==> config.mk <==
export PLATFORM = sky130hd
export DESIGN_NAME = adf4360_serial_rx
export DESIGN_NICKNAME = d
export VERILOG_FILES = /design/src/rtl/adf4360_pkg.sv /design/src/rtl/sync_edge.sv /design/src/rtl/adf4360_serial_rx.sv
export SDC_FILE = /design/constraint.sdc
export NUM_CORES = 1
export LEC_CHECK = 0
export BUFFER_PORTS_ARGS = -buffer_cell sky130_fd_sc_hd__buf_2
export CAP_MARGIN = 10
export CORE_MARGIN = 2
export CORE_UTILIZATION = 55
export CTS_CLUSTER_DIAMETER = 120
export CTS_CLUSTER_SIZE = 30
export DETAILED_ROUTE_END_ITERATION = 10
export PLACE_DENSITY = 0.86
export SKIP_LAST_GASP = 1
export SLEW_MARGIN = 25
export SYNTH_ARGS = -nofsm -noshare
export SYNTH_HDL_FRONTEND = slang
export SYNTH_HIERARCHICAL = 1
export SYNTH_SLANG_ARGS = --single-unit
==> constraint.sdc <==
create_clock -name clk_i -period 4.1 [get_ports clk_i]
set_input_delay 0 -clock clk_i [delete_from_list [all_inputs] [get_ports clk_i]]
set_output_delay 0 -clock clk_i [all_outputs]
set_load 0.05 [all_outputs]
==> src/rtl/adf4360_pkg.sv <==
// Shared definitions for the ADF4360 3-wire programming interface (master and receiver).
package adf4360_pkg;

  localparam int unsigned ADF_WORD_BITS = 24;

  localparam logic [1:0] ADDR_CTRL = 2'b00;
  localparam logic [1:0] ADDR_R    = 2'b01;
  localparam logic [1:0] ADDR_N    = 2'b10;
  localparam logic [1:0] ADDR_RSVD = 2'b11;

  typedef enum logic [1:0] {
    EXP_R,
    EXP_C,
    EXP_N,
    DONE
  } order_state_e;

endpackage

==> src/rtl/sync_edge.sv <==
// Multi-flop synchroniser for one asynchronous input, plus a rising-edge detector.
module sync_edge #(
  parameter int unsigned STAGES = 2
) (
  input  logic clk_i,
  input  logic rst_i,
  input  logic d_i,
  output logic level_o,
  output logic rise_o
);

  logic [STAGES-1:0] sync_q;
  logic              prev_q;

  always_ff @(posedge clk_i or posedge rst_i) begin
    if (rst_i) begin
      sync_q <= '0;
      prev_q <= 1'b0;
    end else begin
      sync_q <= {sync_q[STAGES-2:0], d_i};
      prev_q <= sync_q[STAGES-1];
    end
  end

  assign level_o = sync_q[STAGES-1];
  assign rise_o  = sync_q[STAGES-1] & ~prev_q;

endmodule

==> src/rtl/adf4360_serial_rx.sv <==
// ADF4360 3-wire receiver: deserialises MSB-first words, stores R/C/N latch images and
// flags length, reserved-address and initialisation-order errors.
module adf4360_serial_rx
  import adf4360_pkg::*;
#(
  parameter int unsigned WORD_BITS   = ADF_WORD_BITS,
  parameter int unsigned SYNC_STAGES = 2
) (
  input  logic                 clk_i,
  input  logic                 rst_i,
  input  logic                 sdata_i,
  input  logic                 sclk_i,
  input  logic                 le_i,
  input  logic                 clr_i,
  output logic [WORD_BITS-1:0] r_o,
  output logic [WORD_BITS-1:0] c_o,
  output logic [WORD_BITS-1:0] n_o,
  output logic                 word_valid_o,
  output logic [1:0]           word_addr_o,
  output logic                 prog_done_o,
  output logic                 err_len_o,
  output logic                 err_addr_o,
  output logic                 err_order_o
);

  localparam logic [4:0] CntFull = 5'(WORD_BITS);
  localparam logic [4:0] CntMax  = 5'd31;

  logic sdata_lvl, sdata_rise_unused;
  logic sclk_lvl, sclk_rise;
  logic le_lvl, le_rise;

  sync_edge #(.STAGES(SYNC_STAGES)) u_sync_sdata (
    .clk_i  (clk_i),
    .rst_i  (rst_i),
    .d_i    (sdata_i),
    .level_o(sdata_lvl),
    .rise_o (sdata_rise_unused)
  );

  sync_edge #(.STAGES(SYNC_STAGES)) u_sync_sclk (
    .clk_i  (clk_i),
    .rst_i  (rst_i),
    .d_i    (sclk_i),
    .level_o(sclk_lvl),
    .rise_o (sclk_rise)
  );

  sync_edge #(.STAGES(SYNC_STAGES)) u_sync_le (
    .clk_i  (clk_i),
    .rst_i  (rst_i),
    .d_i    (le_i),
    .level_o(le_lvl),
    .rise_o (le_rise)
  );

  logic [WORD_BITS-1:0] shift_q, shift_d;
  logic [4:0]           cnt_q, cnt_d;
  logic [WORD_BITS-1:0] r_q, c_q, n_q;
  logic                 word_valid_q;
  logic [1:0]           word_addr_q;
  logic                 err_len_q, err_addr_q, err_order_q;
  order_state_e         state_q, state_d;

  logic [1:0] addr;
  logic       full_word, accept, addr_bad, len_bad, order_bad;

  assign addr      = shift_q[1:0];
  assign full_word = (cnt_q == CntFull);
  assign accept    = le_rise && full_word && (addr != ADDR_RSVD);
  assign addr_bad  = le_rise && full_word && (addr == ADDR_RSVD);
  assign len_bad   = le_rise && !full_word;

  // An le edge always clears the shifter, so a coincident sclk edge is dropped.
  always_comb begin
    shift_d = shift_q;
    cnt_d   = cnt_q;
    if (le_rise) begin
      shift_d = '0;
      cnt_d   = '0;
    end else if (sclk_rise && !le_lvl) begin
      shift_d = {shift_q[WORD_BITS-2:0], sdata_lvl};
      if (cnt_q != CntMax) cnt_d = cnt_q + 5'd1;
    end
  end

  always_ff @(posedge clk_i or posedge rst_i) begin
    if (rst_i) begin
      state_q <= EXP_R;
    end else begin
      state_q <= state_d;
    end
  end

  always_comb begin
    state_d   = state_q;
    order_bad = 1'b0;
    if (accept) begin
      unique case (state_q)
        EXP_R: begin
          if (addr == ADDR_R) state_d = EXP_C;
          else                order_bad = 1'b1;
        end
        EXP_C: begin
          if (addr == ADDR_CTRL)   state_d = EXP_N;
          else if (addr == ADDR_N) order_bad = 1'b1;
        end
        EXP_N: begin
          if (addr == ADDR_N)      state_d = DONE;
          else if (addr == ADDR_R) state_d = EXP_C;
        end
        DONE:    state_d = DONE;
        default: state_d = EXP_R;
      endcase
    end
    if (clr_i) state_d = EXP_R;
  end

  always_comb begin
    prog_done_o = (state_q == DONE);
  end

  always_ff @(posedge clk_i or posedge rst_i) begin
    if (rst_i) begin
      shift_q      <= '0;
      cnt_q        <= '0;
      r_q          <= '0;
      c_q          <= '0;
      n_q          <= '0;
      word_valid_q <= 1'b0;
      word_addr_q  <= '0;
      err_len_q    <= 1'b0;
      err_addr_q   <= 1'b0;
      err_order_q  <= 1'b0;
    end else begin
      shift_q      <= shift_d;
      cnt_q        <= cnt_d;
      word_valid_q <= accept;
      if (accept) begin
        word_addr_q <= addr;
        if (addr == ADDR_CTRL) c_q <= shift_q;
        if (addr == ADDR_R)    r_q <= shift_q;
        if (addr == ADDR_N)    n_q <= shift_q;
      end
      // A set on the same cycle as clr_i takes priority.
      err_len_q   <= len_bad   | (err_len_q   & ~clr_i);
      err_addr_q  <= addr_bad  | (err_addr_q  & ~clr_i);
      err_order_q <= order_bad | (err_order_q & ~clr_i);
    end
  end

  assign r_o          = r_q;
  assign c_o          = c_q;
  assign n_o          = n_q;
  assign word_valid_o = word_valid_q;
  assign word_addr_o  = word_addr_q;
  assign err_len_o    = err_len_q;
  assign err_addr_o   = err_addr_q;
  assign err_order_o  = err_order_q;

endmodule

[After elaboration in Yosys (flattened, before gate mapping)]
Index checks and enable logic that the tools add are counted.
Word-level totals
  input port bits: 6
  register bits: 117
  word-level logic and storage cells: 71
Operators by class
  bitwise gates (word level): 11
  reductions and logical operators: 17
  add/subtract/negate cells: 1
  multiplexer cells: 16
  equality and inequality tests: 10
Operators by type and width (number)
  two-way mux 24 bit: 2
  two-way mux 5 bit: 3
  two-way mux 2 bit: 5
  AND reduction 2 bit: 5
  equality test 2 bit, second input constant: 4
  case mux 2 bit (4 select lines): 1
  nonzero test 2 bit: 3
  adder 5 x 1 -> 5 bit, second input constant: 1
  AND 1 bit: 5
  equality test 5 bit, second input constant: 1
  logical AND 1 bit: 5
  inequality test 5 bit, second input constant: 1
  equality test 2 x 1 -> 1 bit, second input constant: 2
  zero test 2 bit: 2
  two-way mux 1 bit: 4
  inequality test 3 bit, second input constant: 1
  NOT 1 bit: 3
  OR 1 bit: 3
  zero test 1 bit: 2
  inequality test 2 bit, second input constant: 1
  case mux 1 bit (2 select lines): 1

[Depth between registers and ports, before layout]
Gate-level depths: netlist of the first run.
  depth after elaboration: 6
  mapped depth: 7
  gate-level depth less buffers: 6

[Modules after synthesis]
The synthesis of the first run kept the hierarchy.
Modules (own cells, without submodules)
  adf4360_serial_rx: cells each 327, area an instance 4445.5 µm², instances 1
  sync_edge: cells each 5, area an instance 92.6 µm², instances 3

[Worst setup path before layout of the first run]
No wires, ideal clock.
  path type: reg-to-reg
  start point: register u_sync_le.sync_q[1]
  end point: register r_q[2] (netlist: r_o[2])
  data arrival time: 1576 ps
  clock period less this slack: 1702 ps
  stages on the path, launching flop included: 7
  slack: 2398 ps
  path through: dfrtp_1 > nor2b_4 > clkbuf_1 > and3_4 > buf_6 > buf_8 > mux2_4
On the way
  word-level cells in the longest chain between the ends: 4
Ends and longest elaborated chain
  start: declaration: RTL line sync_edge.sv:12  | logic [STAGES-1:0] sync_q;
  start signal: assignment: RTL line sync_edge.sv:20  | sync_q <= {sync_q[STAGES-2:0], d_i};
  AND 1 bit: RTL line sync_edge.sv:26  | assign rise_o = sync_q[STAGES-1] & ~prev_q;
  net le_rise: RTL line adf4360_serial_rx.sv:31  | logic le_lvl, le_rise;
  logical AND 1 bit (2 in series): RTL line adf4360_serial_rx.sv:70  | assign accept = le_rise && full_word && (addr != ADDR_RSVD);
  AND reduction 2 bit (no source line)
  end signal: assignment: RTL line adf4360_serial_rx.sv:142  | if (addr == ADDR_R) r_q <= shift_q;
  end: declaration: RTL line adf4360_serial_rx.sv:59  | logic [WORD_BITS-1:0] r_q, c_q, n_q;
The timed path passes the listed nets, and every way through them passes these cells.
A chain may end at the register's enable or synchronous reset.

[Final worst setup path of the first run]
  start point: register u_sync_le.sync_q[1]
  end point: register c_q[12] (netlist: c_o[12])
On the way
  word-level cells in the longest chain between the ends: 4
Ends and longest elaborated chain
  AND 1 bit: RTL line sync_edge.sv:26
  net le_rise: RTL line adf4360_serial_rx.sv:31
  logical AND 1 bit (2 in series): RTL line adf4360_serial_rx.sv:70
  AND reduction 2 bit (no source line)
  end signal: assignment: RTL line adf4360_serial_rx.sv:141  | if (addr == ADDR_CTRL) c_q <= shift_q;
  end: declaration: RTL line adf4360_serial_rx.sv:59
The timed path passes the listed nets, and every way through them passes these cells.

==> results of run 1 <==
power groups by stage:
stage          sequential, mW  combinational, mW  clock [mW]
4_1_cts                  1.17             0.0662        1.49
3_3_place_gp             1.19             0.0576           0
3_5_place_dp             1.19             0.0607           0
5_1_grt                  1.17             0.0744        1.55
6_report                 1.17             0.0646        1.47
2_1_floorplan            1.19             0.0428           0
sequential cells by signal, summed over array words and instances, names as in the netlist:
| register | cells |
|---|---|
| u_sync_le/prev_q | 1 |
| n_o | 24 |
| err_len_o | 1 |
| err_order_o | 1 |
| cnt_q | 5 |
| word_addr_o | 2 |
| c_o | 24 |
| u_sync_sdata/sync_q | 2 |
| state_q | 2 |
| err_addr_o | 1 |
| u_sync_sclk/sync_q | 2 |
| u_sync_le/sync_q | 2 |
| r_o | 24 |
| u_sync_sclk/prev_q | 1 |
| word_valid_o | 1 |
| shift_q | 24 |
how the worst max path moves through the flow:
stage                        startpoint      end
detailed placement  u_sync_le/sync_q[1]  c_o[12]
global route        u_sync_le/sync_q[1]   c_o[6]
CTS                 u_sync_le/sync_q[1]   c_o[6]
floorplan                         rst_i   c_o[0]
global placement    u_sync_le/sync_q[1]  n_o[12]
finish              u_sync_le/sync_q[1]  c_o[12]
final cells by class:
cell class                 count  area, µm²
clock buffer                  21      439.2
clock inverter                10      155.1
fill                         568       2445
inverter                      10      40.04
multi-input combinational    194       1590
sequential                   117       2928
tap                          105      131.4
timing repair buffer          91      488.0
critical path: stages, from the launching register on:
cell     delay, ns
dfrtp_1       0.44
nor2b_4       0.74
nand3_2       0.74
mux2_2        0.51
cells in the final DEF (no fill, tap or decap), types with 3 or more instances in the layout:
cell / instances
mux2_2: 31
inv_1: 9
clkbuf_16: 16
nor2_1: 4
buf_2: 84
a21oi_1: 30
clkbuf_1: 3
ha_1: 3
and2_1: 4
clkinv_2: 4
nand2_1: 52
dfrtp_1: 117
mux2_4: 35
bufinv_16: 4
dlygate4sd3_1: 6
routing by layer:
layer | up-vias | wire length (µm) | track usage (%)
li1 | 1342 | - | -
met1 | 1489 | 3933 | 29.07
met2 | 82 | 4887 | 36.17
met3 | 12 | 403 | 6.421
met4 | 0 | 95 | 7.277
met5 | - | 0 | 0
metrics by stage:
stage	hold WS [ns]	util, %	area, µm²	power, mW	instances
finish	0.1406	70.25	5772	2.712	548
CTS	0.1293	70.21	5769	2.732	548
floorplan	-0.2588	-	4684	1.237	340
global route	0.1418	70.25	5772	2.799	548
global placement	-0.1005	62.25	5115	1.250	511
detailed placement	-0.09323	62.25	5115	1.255	511
what timing repair did:
action,4_1_cts,5_1_grt
endpoints found under the setup margin,0,0
hold buffers,6,0
hold endpoints to repair,80,0
==> metrics.csv, run 1 <==
metric;value;unit
Worst Skew;0.007545;ns
CTS tree;built;
Worst Hold Path EP;u_sync_le/sync_q[0];
ratio of cells with drive above 1 in the final layout;42.89;%
post-synthesis cell count;340;
Max Cap Violations;0;
switching power;0.5367;mW
power density cells;469.9;nW/µm²
WP data arrival;2.95;ns
final hold vios;0;
Slew Limit Headroom;34.65;%
largest net degree at the start of global routing;66;
die width;96.29;µm
clock share of power;54.3;%
Reg power frac;43.3;%
residual DRC count;0;
vias in the first global route;3062;
Syn Area/Cell;13.78;µm²
die span in y;96.29;µm
WL final;9.318;mm
unrepaired setup endpoints after global routing;no;
worst skew pair latency;0.50;ns
Initial DRC Count;118;
Area growth syn-to-layout;23.21;%
startpoint types;flop;
Rows;33;
antenna cells;0;
Yosys Warn Count;6;
Fin Setup TNS;0;ns
hold path startpoint;le_i;
Critical Path Fanout Max;38;
Vias;2925;
Routed Antenna Nets;0;
reg2reg setup slack;1.53;ns
Die ar.;9272;µm²
min Tclk post-route;2.573;ns
initial antenna violation count;0;
Initial Util;57.01;%
Layout Nets;440;
io pins;85;
GRT Util Overall;22.29;%
mapped cell area;4684;µm²
clk root buf;clkbuf_8;
Slew Viols, Final;0;
core region area;8217;µm²
Sink Count;117;
PortBufs;84;
Synthesized Nets;349;
worst setup margin;1.527;ns
Reg2Reg Depth;3;
Crit Reg-Reg Startpoint;u_sync_le/sync_q[1];
H-tree Lvls;4;
peak supply drop;303.9;µV
gpl congestion;0.7475;
detailed placement HPWL;5.874;mm
hold crit path type;primary input to flop;
critical path class;flop to flop;
dpl ws;1.602;ns
Combinational Power Share;2.4;%
GR Overflow Total;0;
P_int;2.175;mW
Via density;5.338;
max frequency;0.3887;GHz
Max Buffers Root-to-Sink;2;
worst reg2reg endpoint;c_o[12];
Crit. End Element;flop;
CP Data Required Time;4.48;ns
hold path cells;2;
drt pass-1 iters;4;
Final Cycle Share;62.75;%
Slew @ Worst Pin;0.9759;ns
CTS Buf Count;17;
total setup buffers inserted after CTS;0;
Switching Share;19.79;%
post-CTS sizing;0;
clock transition at the registers of the reported paths;0.05;ns
DR WL/cell;17.00;µm
status;complete, no violations;
first-pass GRT wire length;15.42;mm
leak pwr;3.088;nW
Final setup viols;0;
(Power assumes the default switching activity.)
==> run 2: changes to the inputs <==
--- a/config.mk
+++ b/config.mk
@@ -5,14 +5,15 @@
 export SDC_FILE = /design/constraint.sdc
 export NUM_CORES = 1
 export LEC_CHECK = 0
+export ABC_AREA = 1
 export BUFFER_PORTS_ARGS = -buffer_cell sky130_fd_sc_hd__buf_2
 export CAP_MARGIN = 10
 export CORE_MARGIN = 2
-export CORE_UTILIZATION = 55
+export CORE_UTILIZATION = 49
 export CTS_CLUSTER_DIAMETER = 120
 export CTS_CLUSTER_SIZE = 30
 export DETAILED_ROUTE_END_ITERATION = 10
-export PLACE_DENSITY = 0.86
+export PLACE_DENSITY = 0.82
 export SKIP_LAST_GASP = 1
 export SLEW_MARGIN = 25
 export SYNTH_ARGS = -nofsm -noshare
==> constraint.sdc (replaced) <==
create_clock -name clk_i -period 2.35 [get_ports clk_i]
set_input_delay 0 -clock clk_i [delete_from_list [all_inputs] [get_ports clk_i]]
set_output_delay 0 -clock clk_i [all_outputs]
set_load 0.05 [all_outputs]
==> run 2 against run 1 <==
Against the previous run: hold slack hardly changed; clock power is 78% higher; clock-buffer cell count is 2 higher; first-iteration DRC count is 90% higher; critical path depth is 5 higher; total power is 76% higher; critical endpoint is now c_o[2]; largest cell class unchanged; largest power group unchanged.
==> metrics.csv, run 2 <==
metric;value;unit;change
CTS Buf Count;17;;unchanged
total setup buffers inserted after CTS;0;;unchanged
detailed placement HPWL;6.154;mm;was 5.874 mm
clk root buf;clkbuf_8;;unchanged
Yosys Warn Count;6;;unchanged
CP Data Required Time;2.71;ns;was 4.48 ns
worst skew pair latency;0.51;ns;was 0.50 ns
Worst Hold Path EP;u_sync_sdata/sync_q[0];;was u_sync_le/sync_q[0]
core region area;8721;µm²;was 8217 µm²
M1 WL;4.169;mm;was 3.933 mm
Slew Limit Headroom;55.47;%;was 34.65%
drt pass-1 iters;5;;was 4
Max Buffers Root-to-Sink;2;;unchanged
die width;98.78;µm;was 96.29 µm
gpl congestion;0.8614;;was 0.7475
ratio of cells with drive above 1 in the final layout;22.91;%;was 42.89%
Slew @ Worst Pin;0.6666;ns;was 0.9759 ns
met2 wire length;4.608;mm;was 4.887 mm
power density cells;853.0;nW/µm²;was 469.9 nW/µm²
Via density;5.182;;was 5.338
peak supply drop;706.8;µV;was 303.9 µV
Reg2Reg Depth;8;;was 3
critical path class;flop to flop;;unchanged
min Tclk post-route;2.082;ns;was 2.573 ns
hold path startpoint;sdata_i;;was le_i
largest net degree at the start of global routing;48;;was 66
Area growth syn-to-layout;27.23;%;was 23.21%
Vias;3410;;was 2925
leak pwr;2.868;nW;was 3.088 nW
Sink Count;117;;unchanged
worst reg2reg endpoint;c_o[2];;was c_o[12]
io pins;85;;unchanged
final hold vios;0;;unchanged
first-pass GRT wire length;16.58;mm;was 15.42 mm
Critical Path Fanout Max;46;;was 38
antenna cells;0;;unchanged
wire length on met3;670;µm;was 403 µm
CTS tree;built;;unchanged
hold-fix buffers at CTS;6;;unchanged
hold crit path type;primary input to flop;;unchanged
WL final;9.665;mm;was 9.318 mm
clock transition at the registers of the reported paths;0.05;ns;about the same
Syn Area/Cell;9.936;µm²;was 13.78 µm²
top layer in use;met4;;unchanged
post-synthesis cell count;443;;was 340
GRT Util Overall;21.68;%;was 22.29%
die span in y;98.78;µm;was 96.29 µm
Max Cap Violations;0;;unchanged
Final Cycle Share;88.59;%;was 62.75%
vias in the first global route;3411;;was 3062
Slew Viols, Final;0;;unchanged
max frequency;0.4803;GHz;was 0.3887 GHz
hold path cells;2;;unchanged
DP Area;4933;µm²;was 5115 µm²
Layout Nets;546;;was 440
PortBufs;84;;unchanged
WP data arrival;2.45;ns;was 2.95 ns
Final setup viols;0;;unchanged
Fin Setup TNS;0;ns;unchanged
Critical path origin;u_sync_le/sync_q[1];;unchanged
post-CTS sizing;0;;unchanged
Worst Skew;0.008217;ns;was 0.007545 ns
most frequent cells in the layout;dfrtp_1 (117), nand2_1 (102), buf_2 (84);;was dfrtp_1 (117), buf_2 (84), nand2_1 (52)
Crit. End Element;flop;;unchanged
status;complete, no violations;;unchanged
reg2reg setup slack;0.27;ns;was 1.53 ns
unrepaired setup endpoints after global routing;no;;unchanged
startpoint types;flop;;unchanged
initial antenna violation count;0;;unchanged
Initial Util;50.47;%;was 57.01%
DR WL/cell;14.69;µm;was 17.00 µm
Crit Reg-Reg Startpoint;u_sync_le/sync_q[1];;unchanged
Routed Antenna Nets;0;;unchanged
H-tree Lvls;4;;unchanged
Rows;34;;was 33
most common cell after layout, fill and taps aside;dfrtp_1;;unchanged
fin area;5600;µm²;was 5772 µm²
Die ar.;9757;µm²;was 9272 µm²
GR Overflow Total;0;;unchanged
Initial DRC Count;224;;was 118
Synthesized Nets;452;;was 349
mapped cell area;4402;µm²;was 4684 µm²
residual DRC count;0;;unchanged
==> run 2: worst max-delay path, stage by stage (launching register included) <==
cell and delay, ns:
dfrtp_1 0.39, inv_1 0.07, nor2_2 0.21, inv_2 0.28, nor3_4 0.37, nand3_2 0.11, buf_4 0.30, nand2_1 0.13
o21ai_1 0.08
==> run 2: through the flow <==
step / hold WS, ns / instances / setup WS (ns) / utilization [%] / total power, mW
detailed placement: -0.08725 / 620 / 0.3676 / 56.57 / 2.191
global route: 0.1337 / 658 / 0.1466 / 64.22 / 4.930
finish: 0.1402 / 658 / 0.2681 / 64.22 / 4.777
floorplan: -0.2588 / 443 / 0.7392 / - / 2.152
CTS: 0.1185 / 658 / 0.3075 / 64.22 / 4.828
global placement: -0.1010 / 620 / 0.5191 / 56.57 / 2.186
==> run 2: worst max path at each step <==
stage	slack, ns	endpoint	cells after the start
3_5_place_dp	0.37	n_o[21]	8
4_1_cts	0.31	c_o[2]	8
3_3_place_gp	0.52	n_o[13]	8
5_1_grt	0.15	n_o[12]	8
2_1_floorplan	0.74	n_o[7]	9
6_report	0.27	c_o[2]	8
==> run 2: cell type report <==
type                       instances  area [µm²]
fill                             643        3120
sequential                       117        2928
clock buffer                      23       456.7
inverter                          52       198.9
tap                              108       135.1
clock inverter                     9       150.1
multi-input combinational        253        1181
timing repair buffer              96       550.5
==> run 2: per-layer routing <==
metal,up-vias,GRT usage (%)
met5,-,0
met4,0,10.64
met3,17,5.674
met2,147,33.06
met1,1627,29.13
li1,1619,-
==> run 2: power breakdown <==
group	total, mW	leakage [nW]	switching [mW]	internal, mW
Combinational	0.121	0.963	0.0914	0.0300
Clock	2.61	0.292	0.842	1.77
Sequential	2.04	1.61	0.0113	2.03
